[config.mk]
export PLATFORM = sky130hd
export DESIGN_NAME = mwb_stage
export DESIGN_NICKNAME = d
export VERILOG_FILES = /design/src/rtl/mwb_pkg.sv /design/src/rtl/mwb_load_align.sv /design/src/rtl/mwb_stage.sv
export SDC_FILE = /design/constraint.sdc
export NUM_CORES = 1
export LEC_CHECK = 0
export CORE_ASPECT_RATIO = 0.9
export CORE_MARGIN = 2
export CORE_UTILIZATION = 45
export CTS_CLUSTER_SIZE = 28
export DETAILED_ROUTE_END_ITERATION = 10
export DONT_BUFFER_PORTS = 1
export GPL_TIMING_DRIVEN = 0
export PLACE_DENSITY_LB_ADDON = 0.05
export SLEW_MARGIN = 20
export SYNTH_ARGS = -nofsm -noshare
export SYNTH_HDL_FRONTEND = slang
export SYNTH_SLANG_ARGS = --single-unit
[constraint.sdc]
create_clock -name clk -period 5.2 [get_ports clk]
set_clock_uncertainty 0.2 [all_clocks]
set_input_delay 1.04 -clock clk [delete_from_list [all_inputs] [get_ports clk]]
set_output_delay 1.04 -clock clk [all_outputs]
set_load 0.005 [all_outputs]
[src/rtl/mwb_pkg.sv]
// Shared definitions for the memory/write-back stage.
//   - RV32 opcode constants used by the decoder
//   - funct3 access-size codes for loads and stores
//   - FSM state encoding
//   - helper that classifies opcodes which write the ALU result back
package mwb_pkg;

  localparam logic [6:0] OPC_LOAD   = 7'b0000011;
  localparam logic [6:0] OPC_STORE  = 7'b0100011;
  localparam logic [6:0] OPC_OP     = 7'b0110011;
  localparam logic [6:0] OPC_OP_IMM = 7'b0010011;
  localparam logic [6:0] OPC_LUI    = 7'b0110111;
  localparam logic [6:0] OPC_AUIPC  = 7'b0010111;
  localparam logic [6:0] OPC_JAL    = 7'b1101111;
  localparam logic [6:0] OPC_JALR   = 7'b1100111;
  localparam logic [6:0] OPC_BRANCH = 7'b1100011;

  localparam logic [2:0] F3_B  = 3'b000;
  localparam logic [2:0] F3_H  = 3'b001;
  localparam logic [2:0] F3_W  = 3'b010;
  localparam logic [2:0] F3_BU = 3'b100;
  localparam logic [2:0] F3_HU = 3'b101;

  typedef enum logic {
    ST_IDLE     = 1'b0,
    ST_MEM_WAIT = 1'b1
  } mwb_state_t;

  // Opcodes whose result is the ALU output written straight to rd.
  function automatic logic writes_alu(input logic [6:0] opc);
    logic r;
    r = 1'b0;
    case (opc)
      OPC_OP, OPC_OP_IMM, OPC_LUI, OPC_AUIPC, OPC_JAL, OPC_JALR: r = 1'b1;
      default: r = 1'b0;
    endcase
    return r;
  endfunction

endpackage

[src/rtl/mwb_load_align.sv]
// Load data alignment and extension.
// Ports:
//   rdata  in  32  raw word returned by data memory
//   off    in  2   byte offset of the access (addr[1:0])
//   funct3 in  3   load size/sign code
//   value  out 32  value to write to the register file
// Bytes select lane off, halves select lane off[1]; LB/LH sign-extend,
// LBU/LHU zero-extend, LW and any unrecognised code return the full word.
module mwb_load_align
  import mwb_pkg::*;
(
  input  logic [31:0] rdata,
  input  logic [1:0]  off,
  input  logic [2:0]  funct3,
  output logic [31:0] value
);

  logic [7:0]  byte_sel;
  logic [15:0] half_sel;

  always_comb begin
    byte_sel = rdata[7:0];
    case (off)
      2'd0: byte_sel = rdata[7:0];
      2'd1: byte_sel = rdata[15:8];
      2'd2: byte_sel = rdata[23:16];
      2'd3: byte_sel = rdata[31:24];
      default: byte_sel = rdata[7:0];
    endcase
    half_sel = off[1] ? rdata[31:16] : rdata[15:0];
  end

  always_comb begin
    value = rdata;
    case (funct3)
      F3_B:    value = {{24{byte_sel[7]}}, byte_sel};
      F3_BU:   value = {24'b0, byte_sel};
      F3_H:    value = {{16{half_sel[15]}}, half_sel};
      F3_HU:   value = {16'b0, half_sel};
      F3_W:    value = rdata;
      default: value = rdata;
    endcase
  end

endmodule

[src/rtl/mwb_stage.sv]
// Memory/write-back stage of the three-stage pipeline.
// Consumes the EX/MWB register, performs loads/stores over a req/ready
// data-memory interface and drives the register-file write port.
// Ports:
//   clk, rst               clock (rising edge), async active-high reset
//   EX_MWB_ALU_Out         ALU result / effective address
//   EX_MWB_IR              instruction word
//   EX_MWB_stall           1 = bubble, instruction ignored
//   EX_MWB_rs2             store data
//   mem_req/we/addr/wdata/be  data-memory request (registered)
//   mem_rdata, mem_ready   data-memory response
//   rf_we/waddr/wdata      register-file write port (one-cycle pulse)
//   mwb_busy               freeze request to upstream while an access is open
//   misalign_err           one-cycle pulse, misaligned access dropped
//   timeout_err            one-cycle pulse, access aborted after MEM_TIMEOUT
//
// Memory handshake: mem_req rises with all mem_* fields valid and they stay
// stable until the first rising edge at which mem_ready=1 is sampled; that
// edge completes the access and mem_req falls. mem_ready is only looked at
// while a request is outstanding. One access is open at a time.
module mwb_stage
  import mwb_pkg::*;
#(
  parameter int XLEN        = 32,
  parameter int MEM_TIMEOUT = 255,
  parameter int TMO_W       = 8
) (
  input  logic            clk,
  input  logic            rst,
  input  logic [XLEN-1:0] EX_MWB_ALU_Out,
  input  logic [31:0]     EX_MWB_IR,
  input  logic            EX_MWB_stall,
  input  logic [XLEN-1:0] EX_MWB_rs2,
  output logic            mem_req,
  output logic            mem_we,
  output logic [XLEN-1:0] mem_addr,
  output logic [XLEN-1:0] mem_wdata,
  output logic [3:0]      mem_be,
  input  logic [XLEN-1:0] mem_rdata,
  input  logic            mem_ready,
  output logic            rf_we,
  output logic [4:0]      rf_waddr,
  output logic [XLEN-1:0] rf_wdata,
  output logic            mwb_busy,
  output logic            misalign_err,
  output logic            timeout_err
);

  // Last count value before abort: the abort happens on the edge that
  // would take the counter to MEM_TIMEOUT.
  localparam logic [TMO_W-1:0] TMO_LAST = TMO_W'(MEM_TIMEOUT - 1);

  // ---------------------------------------------------------------- decode
  logic [6:0]  opcode;
  logic [2:0]  funct3;
  logic [4:0]  rd;
  logic [1:0]  off;
  logic        is_load;
  logic        is_store;
  logic        is_mem;
  logic        misaligned;
  logic [3:0]  st_be;
  logic [31:0] st_wdata;

  // Upper instruction bits carry nothing this stage needs.
  logic unused_ir;
  assign unused_ir = ^EX_MWB_IR[31:15];

  assign opcode   = EX_MWB_IR[6:0];
  assign funct3   = EX_MWB_IR[14:12];
  assign rd       = EX_MWB_IR[11:7];
  assign off      = EX_MWB_ALU_Out[1:0];
  assign is_load  = (opcode == OPC_LOAD);
  assign is_store = (opcode == OPC_STORE);
  assign is_mem   = is_load | is_store;

  always_comb begin
    misaligned = 1'b0;
    case (funct3)
      F3_H, F3_HU: misaligned = off[0];
      F3_W:        misaligned = (off != 2'b00);
      default:     misaligned = 1'b0;
    endcase
  end

  // Lane generation. funct3[1:0] gives the size for both loads and stores
  // (BU/HU share it with B/H), so byte enables describe the loaded bytes too.
  always_comb begin
    st_be    = 4'b1111;
    st_wdata = EX_MWB_rs2;
    case (funct3[1:0])
      2'b00: begin
        st_be    = 4'b0001 << off;
        st_wdata = {24'b0, EX_MWB_rs2[7:0]} << {off, 3'b000};
      end
      2'b01: begin
        st_be    = off[1] ? 4'b1100 : 4'b0011;
        st_wdata = off[1] ? {EX_MWB_rs2[15:0], 16'b0}
                          : {16'b0, EX_MWB_rs2[15:0]};
      end
      default: begin
        st_be    = 4'b1111;
        st_wdata = EX_MWB_rs2;
      end
    endcase
  end

  // ------------------------------------------------------ pending access
  logic [2:0]  pend_f3_q, pend_f3_d;
  logic [1:0]  pend_off_q, pend_off_d;
  logic [4:0]  pend_rd_q, pend_rd_d;
  logic        pend_load_q, pend_load_d;
  logic [31:0] load_value;

  mwb_load_align u_load_align (
    .rdata  (mem_rdata),
    .off    (pend_off_q),
    .funct3 (pend_f3_q),
    .value  (load_value)
  );

  // ------------------------------------------------------------------ FSM
  mwb_state_t       state_q, state_d;
  logic [TMO_W-1:0] tmo_q, tmo_d;

  logic            mem_req_d;
  logic            mem_we_d;
  logic [31:0]     mem_addr_d;
  logic [31:0]     mem_wdata_d;
  logic [3:0]      mem_be_d;
  logic            rf_we_d;
  logic [4:0]      rf_waddr_d;
  logic [31:0]     rf_wdata_d;
  logic            mwb_busy_d;
  logic            misalign_err_d;
  logic            timeout_err_d;

  always_comb begin
    state_d        = state_q;
    tmo_d          = tmo_q;
    mem_req_d      = mem_req;
    mem_we_d       = mem_we;
    mem_addr_d     = mem_addr;
    mem_wdata_d    = mem_wdata;
    mem_be_d       = mem_be;
    rf_we_d        = 1'b0;
    rf_waddr_d     = rf_waddr;
    rf_wdata_d     = rf_wdata;
    mwb_busy_d     = mwb_busy;
    misalign_err_d = 1'b0;
    timeout_err_d  = 1'b0;
    pend_f3_d      = pend_f3_q;
    pend_off_d     = pend_off_q;
    pend_rd_d      = pend_rd_q;
    pend_load_d    = pend_load_q;

    case (state_q)
      ST_IDLE: begin
        tmo_d = '0;
        if (!EX_MWB_stall) begin
          if (is_mem) begin
            if (misaligned) begin
              misalign_err_d = 1'b1;
            end else begin
              mem_req_d   = 1'b1;
              mem_we_d    = is_store;
              mem_addr_d  = {EX_MWB_ALU_Out[31:2], 2'b00};
              mem_be_d    = st_be;
              mem_wdata_d = is_store ? st_wdata : 32'h0;
              mwb_busy_d  = 1'b1;
              pend_f3_d   = funct3;
              pend_off_d  = off;
              pend_rd_d   = rd;
              pend_load_d = is_load;
              state_d     = ST_MEM_WAIT;
            end
          end else if (writes_alu(opcode) && (rd != 5'd0)) begin
            rf_we_d    = 1'b1;
            rf_waddr_d = rd;
            rf_wdata_d = EX_MWB_ALU_Out;
          end
        end
      end

      ST_MEM_WAIT: begin
        if (mem_ready) begin
          mem_req_d  = 1'b0;
          mwb_busy_d = 1'b0;
          tmo_d      = '0;
          state_d    = ST_IDLE;
          if (pend_load_q && (pend_rd_q != 5'd0)) begin
            rf_we_d    = 1'b1;
            rf_waddr_d = pend_rd_q;
            rf_wdata_d = load_value;
          end
        end else if (tmo_q == TMO_LAST) begin
          mem_req_d     = 1'b0;
          mwb_busy_d    = 1'b0;
          timeout_err_d = 1'b1;
          tmo_d         = '0;
          state_d       = ST_IDLE;
        end else begin
          tmo_d = tmo_q + 1'b1;
        end
      end

      default: begin
        state_d    = ST_IDLE;
        mem_req_d  = 1'b0;
        mwb_busy_d = 1'b0;
        tmo_d      = '0;
      end
    endcase
  end

  always_ff @(posedge clk or posedge rst) begin
    if (rst) begin
      state_q      <= ST_IDLE;
      tmo_q        <= '0;
      mem_req      <= 1'b0;
      mem_we       <= 1'b0;
      mem_addr     <= '0;
      mem_wdata    <= '0;
      mem_be       <= 4'b0;
      rf_we        <= 1'b0;
      rf_waddr     <= 5'd0;
      rf_wdata     <= '0;
      mwb_busy     <= 1'b0;
      misalign_err <= 1'b0;
      timeout_err  <= 1'b0;
      pend_f3_q    <= 3'b0;
      pend_off_q   <= 2'b0;
      pend_rd_q    <= 5'd0;
      pend_load_q  <= 1'b0;
    end else begin
      state_q      <= state_d;
      tmo_q        <= tmo_d;
      mem_req      <= mem_req_d;
      mem_we       <= mem_we_d;
      mem_addr     <= mem_addr_d;
      mem_wdata    <= mem_wdata_d;
      mem_be       <= mem_be_d;
      rf_we        <= rf_we_d;
      rf_waddr     <= rf_waddr_d;
      rf_wdata     <= rf_wdata_d;
      mwb_busy     <= mwb_busy_d;
      misalign_err <= misalign_err_d;
      timeout_err  <= timeout_err_d;
      pend_f3_q    <= pend_f3_d;
      pend_off_q   <= pend_off_d;
      pend_rd_q    <= pend_rd_d;
      pend_load_q  <= pend_load_d;
    end
  end

endmodule
# Word level (Yosys, flattened, before mapping)
# Cells that the tools add are included.
# word_totals
ff_bits	128
output_inout_bits	111
in_bits	132
wordCells	116
# op_classes
reduce_logical	13
n_addsub	1
n_mux	53
n_bitwise	4
shift	2
eq_ne	27
# ops
cell	n
two-way mux 32 bit	7
one-hot mux 32 bit (2 select lines)	2
one-hot mux 32 bit (4 select lines)	1
one-hot mux 8 bit (4 select lines)	1
<< shifter 8 x 5 -> 32 bit	1
two-way mux 1 bit	26
two-way mux 5 bit	5
== test 7 x 6 -> 1 bit (second input constant)	3
two-way mux 16 bit	1
two-way mux 8 bit	2
one-hot mux 8 bit (2 select lines)	1
== test 7 x 5 -> 1 bit (second input constant)	2
== test 7 bit (second input constant)	2
inequality test 2 bit (second input constant)	6
one-hot mux 5 bit (2 select lines)	1
nonzero test 5 bit	2
== test 3 bit (second input constant)	3
adder 8 x 1 -> 8 bit (second input constant)	1
== test 8 bit (second input constant)	1
one-hot mux 1 bit (2 select lines)	4
one-hot mux 4 bit (2 select lines)	1
AND reduction 4 bit	2
== test 7 x 2 -> 1 bit (second input constant)	1
== test 3 x 1 -> 1 bit (second input constant)	2
other kinds (16)	22

# Logic depth before layout (Yosys ltp)
# Gate-level depths: netlist (run 1).
# logic_depth
word_depth	11
depth_mapped	8
depth_no_buf	5

# Cells and area by module
# Synthesis (run 1) repeated with hierarchy kept, for this count alone.
# unflattened
hier_cells	609
hier_area_um2	6630.1
# by_module_without_submodules
mod	cells_each	area_per_inst_um2	n_inst
mwb_stage	498	5962.0	1
mwb_load_align	111	668.1	1

# Worst setup path after synthesis (run 1)
# Ideal clock, no wire load.
# synth_path
kind	in2reg
from	input port EX_MWB_ALU_Out[1]
to	register pend_off_q[0]
stages	8
n_path_buf	4
setup_ns	0.125
slack_ns	2.172
arrival_time_ns	2.703
t_required_ns	4.875
cell_sequence	buf_2 -> nor4bb_1 -> a311o_1 -> buf_2 -> or3_1 -> buf_2 -> buf_6 -> mux2_4
# synth_via
elab_chain_len	4
# synth_rtl
item	line_no	rtl
start, declared	mwb_stage.sv:30	input logic [XLEN-1:0] EX_MWB_ALU_Out,
nonzero test 2 bit	mwb_stage.sv:81	F3_W: misaligned = (off != 2'b00);
one-hot mux 1 bit (2 select lines)	mwb_stage.sv:79	case (funct3)
NOT 1 bit (no source line)	--	
AND reduction 4 bit (no source line)	--	
end signal, assigned	mwb_stage.sv:250	pend_off_q <= pend_off_d;
end, declared	mwb_stage.sv:110	logic [1:0] pend_off_q, pend_off_d;
# Every way passes these cells.
# A chain may end at the register's enable or synchronous reset.

# Final worst setup path (run 1)
# layout_path
from	input port EX_MWB_ALU_Out[1]
to	register mem_addr[23]
# layout_via
elab_chain_len	4
# layout_rtl
item	line_no	rtl
nonzero test 2 bit	mwb_stage.sv:81	
one-hot mux 1 bit (2 select lines)	mwb_stage.sv:79	
NOT 1 bit (no source line)	--	
AND reduction 4 bit (no source line)	--	
end signal, assigned	mwb_stage.sv:240	mem_addr <= mem_addr_d;
end, declared	mwb_stage.sv:36	output logic [XLEN-1:0] mem_addr,
# Every way passes these cells.

==> summary.log, run 1 <==
qor: worst_setup_path.timing.critical_path.arrival 3080 ps
qor: clocking.worst_skew_pair.late_latency 420 ps
qor: global_route.global_route.usage.met1 35.60%
qor: synthesis.synth_top_flop_cell sky130_fd_sc_hd__dfrtp_1
qor: synthesis.synthCells 573
qor: route.post_drt_antenna_nets 0
qor: worst_setup_path.setup.worst_path.class in2reg
qor: power_and_ir_drop.ir_worst_vdd 0.2364 mV
qor: timing.worst_slew_pin_slew 794.3 ps
qor: layout.final_util 52.12%
qor: global_route.initial_antenna_violation_count 0
qor: placed_design.numPortBuffers 0
qor: synthesis.synth_async_sr_flop_share 100.0%
qor: global_route.grtUsageMet2 39.07%
qor: worst_hold_path.holdCritPathClass in2async
qor: die.floorplan.initialDensity 46.01%
qor: power_and_ir_drop.leakage 3.217 nW
qor: global_route.grt_max_degree 93
qor: clocking.cts_max_level 4
qor: synthesis.post_synthesis_cell_area 6444 um^2
qor: clocking.tritoncts_clock_tree built
qor: timing.timing.final.crit_period 2975 ps
qor: synthesis.synth_enable_flop_cells 0
qor: placed_design.routabilityCongestion 0.9258
qor: die.floorplan.core_area 14000 um^2
qor: route.drt-total-wl 19620 um
qor: die.rows 41
qor: synthesis.synth_cell_types 62
qor: timing.slew_limit_fails 0
qor: die.io-pin-count 243
qor: worst_setup_path.required 5300 ps
qor: clocking.clkSlewWorstSetupHoldPaths 60 ps
qor: clocking.clock_path_buffers 2
qor: clocking.tritoncts.num_buffers 17
qor: clocking.cts_num_sinks 128
qor: synthesis.yosys-top-cells-area sky130_fd_sc_hd__dfrtp_1, sky130_fd_sc_hd__mux2_2, sky130_fd_sc_hd__o21ai_0
qor: outcome.run_status completed
qor: layout.nets 728
qor: route.vias_per_inst 6.095
qor: route.drc 0
qor: timing.grt_setup_unrepaired false
qor: global_route.grt_util_all_layers 26.23%
qor: worst_setup_path.timing.critical_path.cells buf_2, nor4bb_1, a311o_1, buf_2, nor3_4, buf_2, mux2_2
qor: worst_setup_path.critPathLaunchType primary input
qor: route.drt-wirelength-per-cell 24.52 um
qor: layout.n_fill_cell 1288
qor: global_route.grt_most_used_layer met2
qor: power_and_ir_drop.power.density 370.2 nW/um^2
qor: timing.finalHoldViolations 0
qor: timing.finalCritPeriodShare 57.22%
qor: worst_setup_path.timing.critical_path.slowest_cell_delay 460 ps
qor: layout.most-common-layout-cells sky130_fd_sc_hd__dfrtp_1, sky130_fd_sc_hd__mux2_2, sky130_fd_sc_hd__o21ai_0
qor: synthesis.synth.ff_latch_count 128
qor: layout.diodes 0
qor: global_route.grt_pass1_vias 5012
qor: clocking.cts_root_buffer sky130_fd_sc_hd__clkbuf_16
qor: layout.area_growth 13.28%
qor: worst_setup_path.critical_path.endpoint_type flip-flop
qor: synthesis.synth_top_area_share 49.71%
qor: synthesis.mean_post_synth_cell_area 11.25 um^2
qor: die.overall_die_area 15290 um^2
qor: clocking.holdBufCountCts 0
qor: global_route.global_route_wire_length_before_repair 30100 um
qor: timing.setup_viol_count_final 0
qor: timing.fmaxAchievable 336.1 MHz
qor: synthesis.synth.yosys.seq_area_share 49.71%
qor: global_route.total_global_routing_overflow 0
qor: layout.final_layout_size_suffix_gt1_share 24.71%
qor: route.num_vias 4876
qor: timing.setup_total_negative_slack 0 ps
qor: route.drt_iter0_markers 418
qor: global_route.global_route.usage.met3 9.727%
qor: worst_setup_path.slowest_stage sky130_fd_sc_hd__nor3_4
qor: worst_setup_path.worst-path-max-fanout 10
qor: placed_design.place.detailed.hpwl 14670 um
qor: clocking.cts_setup_buffers 0
qor: worst_setup_path.worst_path_most_repeated_cell sky130_fd_sc_hd__buf_2
qor: die.die_h 117.5 um
qor: die.fp.dieW 130.1 um
qor: layout.layout_commonest_cell sky130_fd_sc_hd__dfrtp_1
qor: run.drv_cap 0
qor: route.total_iterations_of_the_first_detailed_routing_run 5
qor: synthesis.synth-warning-count 0
qor: timing.slew_headroom 46.91%
qor: synthesis.synth.largest_area_cell sky130_fd_sc_hd__dfrtp_1
qor: clocking.post_cts_resize_count 0
[Yosys cell counts (all sizes together) (2+ instances only)]
cell    instances
ha              2
a222oi          8
xor2            4
mux2           95
a22o            8
and2            2
nor2           18
nor4b           9
dfrtp         128
a221oi          3
o221ai          4
nand4           3
o22ai           8
a21oi          27
buf            18
nor4bb          3
o2111a          3
a32o            8
mux2i           6
o21ai          47
nand2          27
o31ai           3
or2             2
nand3           5
nand2b         13
clkbuf         33
nor3            2
or3             4
a211o           3
a21o            8
nor2b          21
or4             2
o32ai           6
a21boi          8
inv            13
[worst max-delay path: cells and delay by family]
family	cells	cell delay (ps)
multiplexers	1	380
AND/OR/NAND/NOR	2	600
AO/OA/AOI/OAI	1	310
buffers and inverters	3	730
[worst paths after layout]
check                             startpoint            end  slack (ps)  cells after the start
max                        EX_MWB_ALU_Out[1]   mem_addr[23]        2220                      7
min                                      rst    mem_addr[7]         240                      1
max reg2reg                          state_q   rf_wdata[31]        2500                      7
min reg2reg                    mem_wdata[25]  mem_wdata[25]         310                      1
max in group asynchronous                rst   rf_wdata[18]        3840                      2
min in group clk               mem_wdata[25]  mem_wdata[25]         310                      1
[stage by stage]
step	worst slack [ps]	cell area, um^2	total power [W]	instances	hold WS, ps
after floorplan	547.4	6447	0.001464	574	273.7
after global placement	-815.4	6689	0.001551	767	300.4
after detailed placement	1784	6724	0.001568	768	295.6
after CTS	2225	7300	0.002726	800	227.1
after global routing	2097	7300	0.002819	800	239.7
final	2225	7300	0.002702	800	237.0
[flip-flops by register name (all words and copies together), names as in the netlist, 2 cells and up]
register	count
tmo_q	8
pend_off_q	2
mem_be	4
pend_rd_q	5
pend_f3_q	3
rf_wdata	32
mem_wdata	32
mem_addr	30
rf_waddr	5
[final cells by class]
class | instances | area [um^2] | area share [%]
inverters | 13 | 56.30 | 0.7713
well taps | 193 | 241.5 | 3.308
flip-flops and latches | 128 | 3203 | 43.88
multi-input cells | 382 | 2972 | 40.71
plain buffers | 51 | 224.0 | 3.068
clock inverters | 12 | 108.9 | 1.491
clock buffers | 20 | 466.7 | 6.394
repair buffers | 1 | 27.53 | 0.3771
[kinds of logic after synthesis]
kind of cell | count (synthesis) | share of synthesized area, %
adders and majority gates | 2 | 0.3883
other | 1 | 0.05820
muxes | 102 | 18.00
xor gates and xnor gates | 5 | 0.6796
buffers and inverters | 64 | 4.233
AOI/OAI and AO/OA | 152 | 16.12
DFF | 128 | 49.71
and+or+nand+nor | 119 | 10.82
[power breakdown]
part	leakage (nW)	total [W]	internal [W]	switching, W
Clock	0.271	0.00115	0.000695	0.000456
Combinational	1.25	0.000306	0.000158	0.000148
Sequential	1.70	0.00124	0.00113	0.000116
Total	3.22	0.00270	0.00198	0.000720
[metal layers]
layer	vias up	routed length [um]
met3	26	2023
met2	219	8938
met5	-	0
li1	2160	-
met4	0	336
met1	2471	8319
(Power assumes the default switching activity.)
==> run 2, diff against run 1 <==
Clock period 5.2 ns to 2.9 ns, I/O delays scaled along.
==> run 2 against run 1 <==
Against the previous run:
- sequential cell count is the same
- sequential share of layout area shrank 0.44 points
- utilization grew 0.53 points
- clock power grew 87%
- combinational power grew 81%
- critical endpoint is now rf_wdata[10]
- die area is the same
- sequential power grew 80%
- via count grew 1.0%
- critical path depth is the same
- wire length shrank 1.0%
- hold slack lost 140 ps
- final cell count grew 0.50%
==> summary.log, run 2 (synthesis results as in run 1) <==
qor: outcome.run_status completed
qor: clocking.tritoncts_clock_tree built
qor: clocking.cts_max_level 4
qor: route.num_vias 4926
qor: clocking.cts_setup_buffers 0
qor: layout.most-common-layout-cells sky130_fd_sc_hd__dfrtp_1, sky130_fd_sc_hd__mux2_2, sky130_fd_sc_hd__o21ai_0
qor: power_and_ir_drop.sequential_power_share 45.2%
qor: clocking.holdBufCountCts 1
qor: worst_setup_path.critPathLaunchType flip-flop
qor: timing.slew_limit_fails 0
qor: die.overall_die_area 15290 um^2
qor: worst_setup_path.worst-path-max-fanout 10
qor: route.drt-wirelength-per-cell 24.15 um
qor: placed_design.post_dp_cell_area 6773 um^2
qor: placed_design.place.detailed.hpwl 14860 um
qor: clocking.clock_path_buffers 2
qor: global_route.global_route.usage.met1 35.31%
qor: layout.filler_free_cell_count_of_the_finished_design 804
qor: timing.setup_viol_count_final 0
qor: timing.finalHoldViolations 0
qor: worst_setup_path.timing.critical_path.arrival 2840 ps
qor: global_route.grt_most_used_layer met2
qor: placed_design.numPortBuffers 0
qor: layout.layout_commonest_cell sky130_fd_sc_hd__dfrtp_1
qor: power_and_ir_drop.pwr-share-clk 43.5%
qor: power_and_ir_drop.pwr-share-comb 11.2%
qor: timing.fmaxAchievable 364.6 MHz
qor: global_route.initial_antenna_violation_count 0
qor: global_route.grt_pass1_vias 5008
qor: die.io-pin-count 243
qor: timing.finalCritPeriodShare 94.59%
qor: power_and_ir_drop.internal_dissipation 0.003685 W
qor: placed_design.dp_cells 771
qor: power_and_ir_drop.leakage 3.250 nW
qor: route.total_iterations_of_the_first_detailed_routing_run 6
qor: clocking.cts_num_sinks 128
qor: timing.timing.final.crit_period 2743 ps
qor: global_route.global_route.usage.met3 10.50%
qor: worst_setup_path.setup.worst_path.class reg2reg
qor: die.floorplan.core_area 14000 um^2
qor: clocking.worst_skew_pair.late_latency 410 ps
qor: die.floorplan.initialDensity 46.01%
qor: worst_setup_path.required 2990 ps
qor: worst_hold_path.holdCritPathClass in2reg
qor: power_and_ir_drop.power.switching_fraction 25.28%
qor: placed_design.routabilityCongestion 0.9075
qor: route.vias_per_inst 6.127
qor: timing.worst_slew_pin_slew 822.2 ps
qor: route.drt_iter0_markers 360
qor: worst_setup_path.reg2reg_depth 7
qor: clocking.post_cts_resize_count 0
qor: global_route.global_route_wire_length_before_repair 29790 um
qor: layout.area_growth 14.43%
qor: timing.grt_setup_unrepaired false
qor: clocking.tritoncts.num_buffers 17
qor: layout.final_layout_size_suffix_gt1_share 24.39%
qor: layout.final_util 52.65%
qor: die.rows 41
qor: clocking.cts_root_buffer sky130_fd_sc_hd__clkbuf_16
qor: layout.final_area 7373 um^2
qor: layout.nets 732
qor: global_route.grt_util_all_layers 25.94%
qor: worst_hold_path.holdPathStages 1
qor: timing.slew_headroom 45.04%
qor: power_and_ir_drop.power.density 668.9 nW/um^2
qor: die.die_h 117.5 um
qor: power_and_ir_drop.ir_worst_vdd 0.3967 mV
qor: run.drv_cap 0
qor: route.post_drt_antenna_nets 0
qor: placed_design.place_worst_setup_slack -70.56 ps
qor: power_and_ir_drop.switching_power 0.001247 W
qor: layout.top_regs mem_wdata (32), rf_wdata (32), mem_addr (30)
qor: timing.finalWorstSetupSlack 156.9 ps
qor: global_route.grtUsageMet2 38.55%
qor: layout.diodes 0
qor: route.drt-total-wl 19420 um
qor: clocking.clkSlewWorstSetupHoldPaths 60 ps
qor: global_route.grt_max_degree 34
qor: die.fp.dieW 130.1 um
qor: worst_setup_path.critical_path.endpoint_type flip-flop
qor: route.drc 0
qor: global_route.total_global_routing_overflow 0
-- run 2: path summary, 6_finish.rpt --
path / from / to / slack, ps
setup / recovery: state_q / rf_wdata[10] / 160
hold / removal: EX_MWB_rs2[6] / mem_wdata[6] / 90
setup reg to reg: state_q / rf_wdata[10] / 160
hold reg to reg: mem_wdata[30] / mem_wdata[30] / 310
max in group asynchronous: rst / mem_addr[30] / 1210
min in group asynchronous: rst / tmo_q[3] / 410
-- run 2: power by group through the flow --
stage | clock network [W] | logic (W) | registers [W]
5_1_grt | 0.00228 | 0.000611 | 0.00226
3_5_place_dp | 0 | 0.000550 | 0.00226
6_report | 0.00215 | 0.000554 | 0.00223
4_1_cts | 0.00218 | 0.000555 | 0.00224
2_1_floorplan | 0 | 0.000440 | 0.00218
3_3_place_gp | 0 | 0.000521 | 0.00226
-- run 2: critical path, stage by stage (launching register included) --
cell and delay [ps]:
sky130_fd_sc_hd__dfrtp_1 400, sky130_fd_sc_hd__clkbuf_1 250, sky130_fd_sc_hd__nor2_1 280, sky130_fd_sc_hd__nand2_1 130, sky130_fd_sc_hd__o31ai_1 340, sky130_fd_sc_hd__buf_2 340, sky130_fd_sc_hd__buf_2 310, sky130_fd_sc_hd__mux2_2 380
-- run 2: metrics by stage --
step | total power (W) | hold slack (ps) | setup TNS, ps
3_3_place_gp | 0.002779 | 300.3 | -13770
2_1_floorplan | 0.002625 | 273.7 | 0
5_1_grt | 0.005153 | 83.98 | 0
4_1_cts | 0.004975 | 81.79 | 0
6_report | 0.004932 | 93.68 | 0
3_5_place_dp | 0.002815 | 213.9 | -1837
-- run 2: cell type report --
type	instances	area, um^2
multi-input combinational	382	2972
clock buffer	22	454.2
tap	193	241.5
timing repair buffer	5	90.09
fill	1255	6631
clock inverter	10	136.4
buffer	51	224.0
sequential	128	3203
inverter	13	52.55
-- run 2: layer usage --
| layer | vias to the layer above | share of wire [%] |
|---|---|---|
| met4 | 0 | 2.1 |
| met5 | - | 0 |
| met2 | 241 | 45 |
| met1 | 2493 | 43 |
| met3 | 34 | 9.8 |
| li1 | 2158 | - |
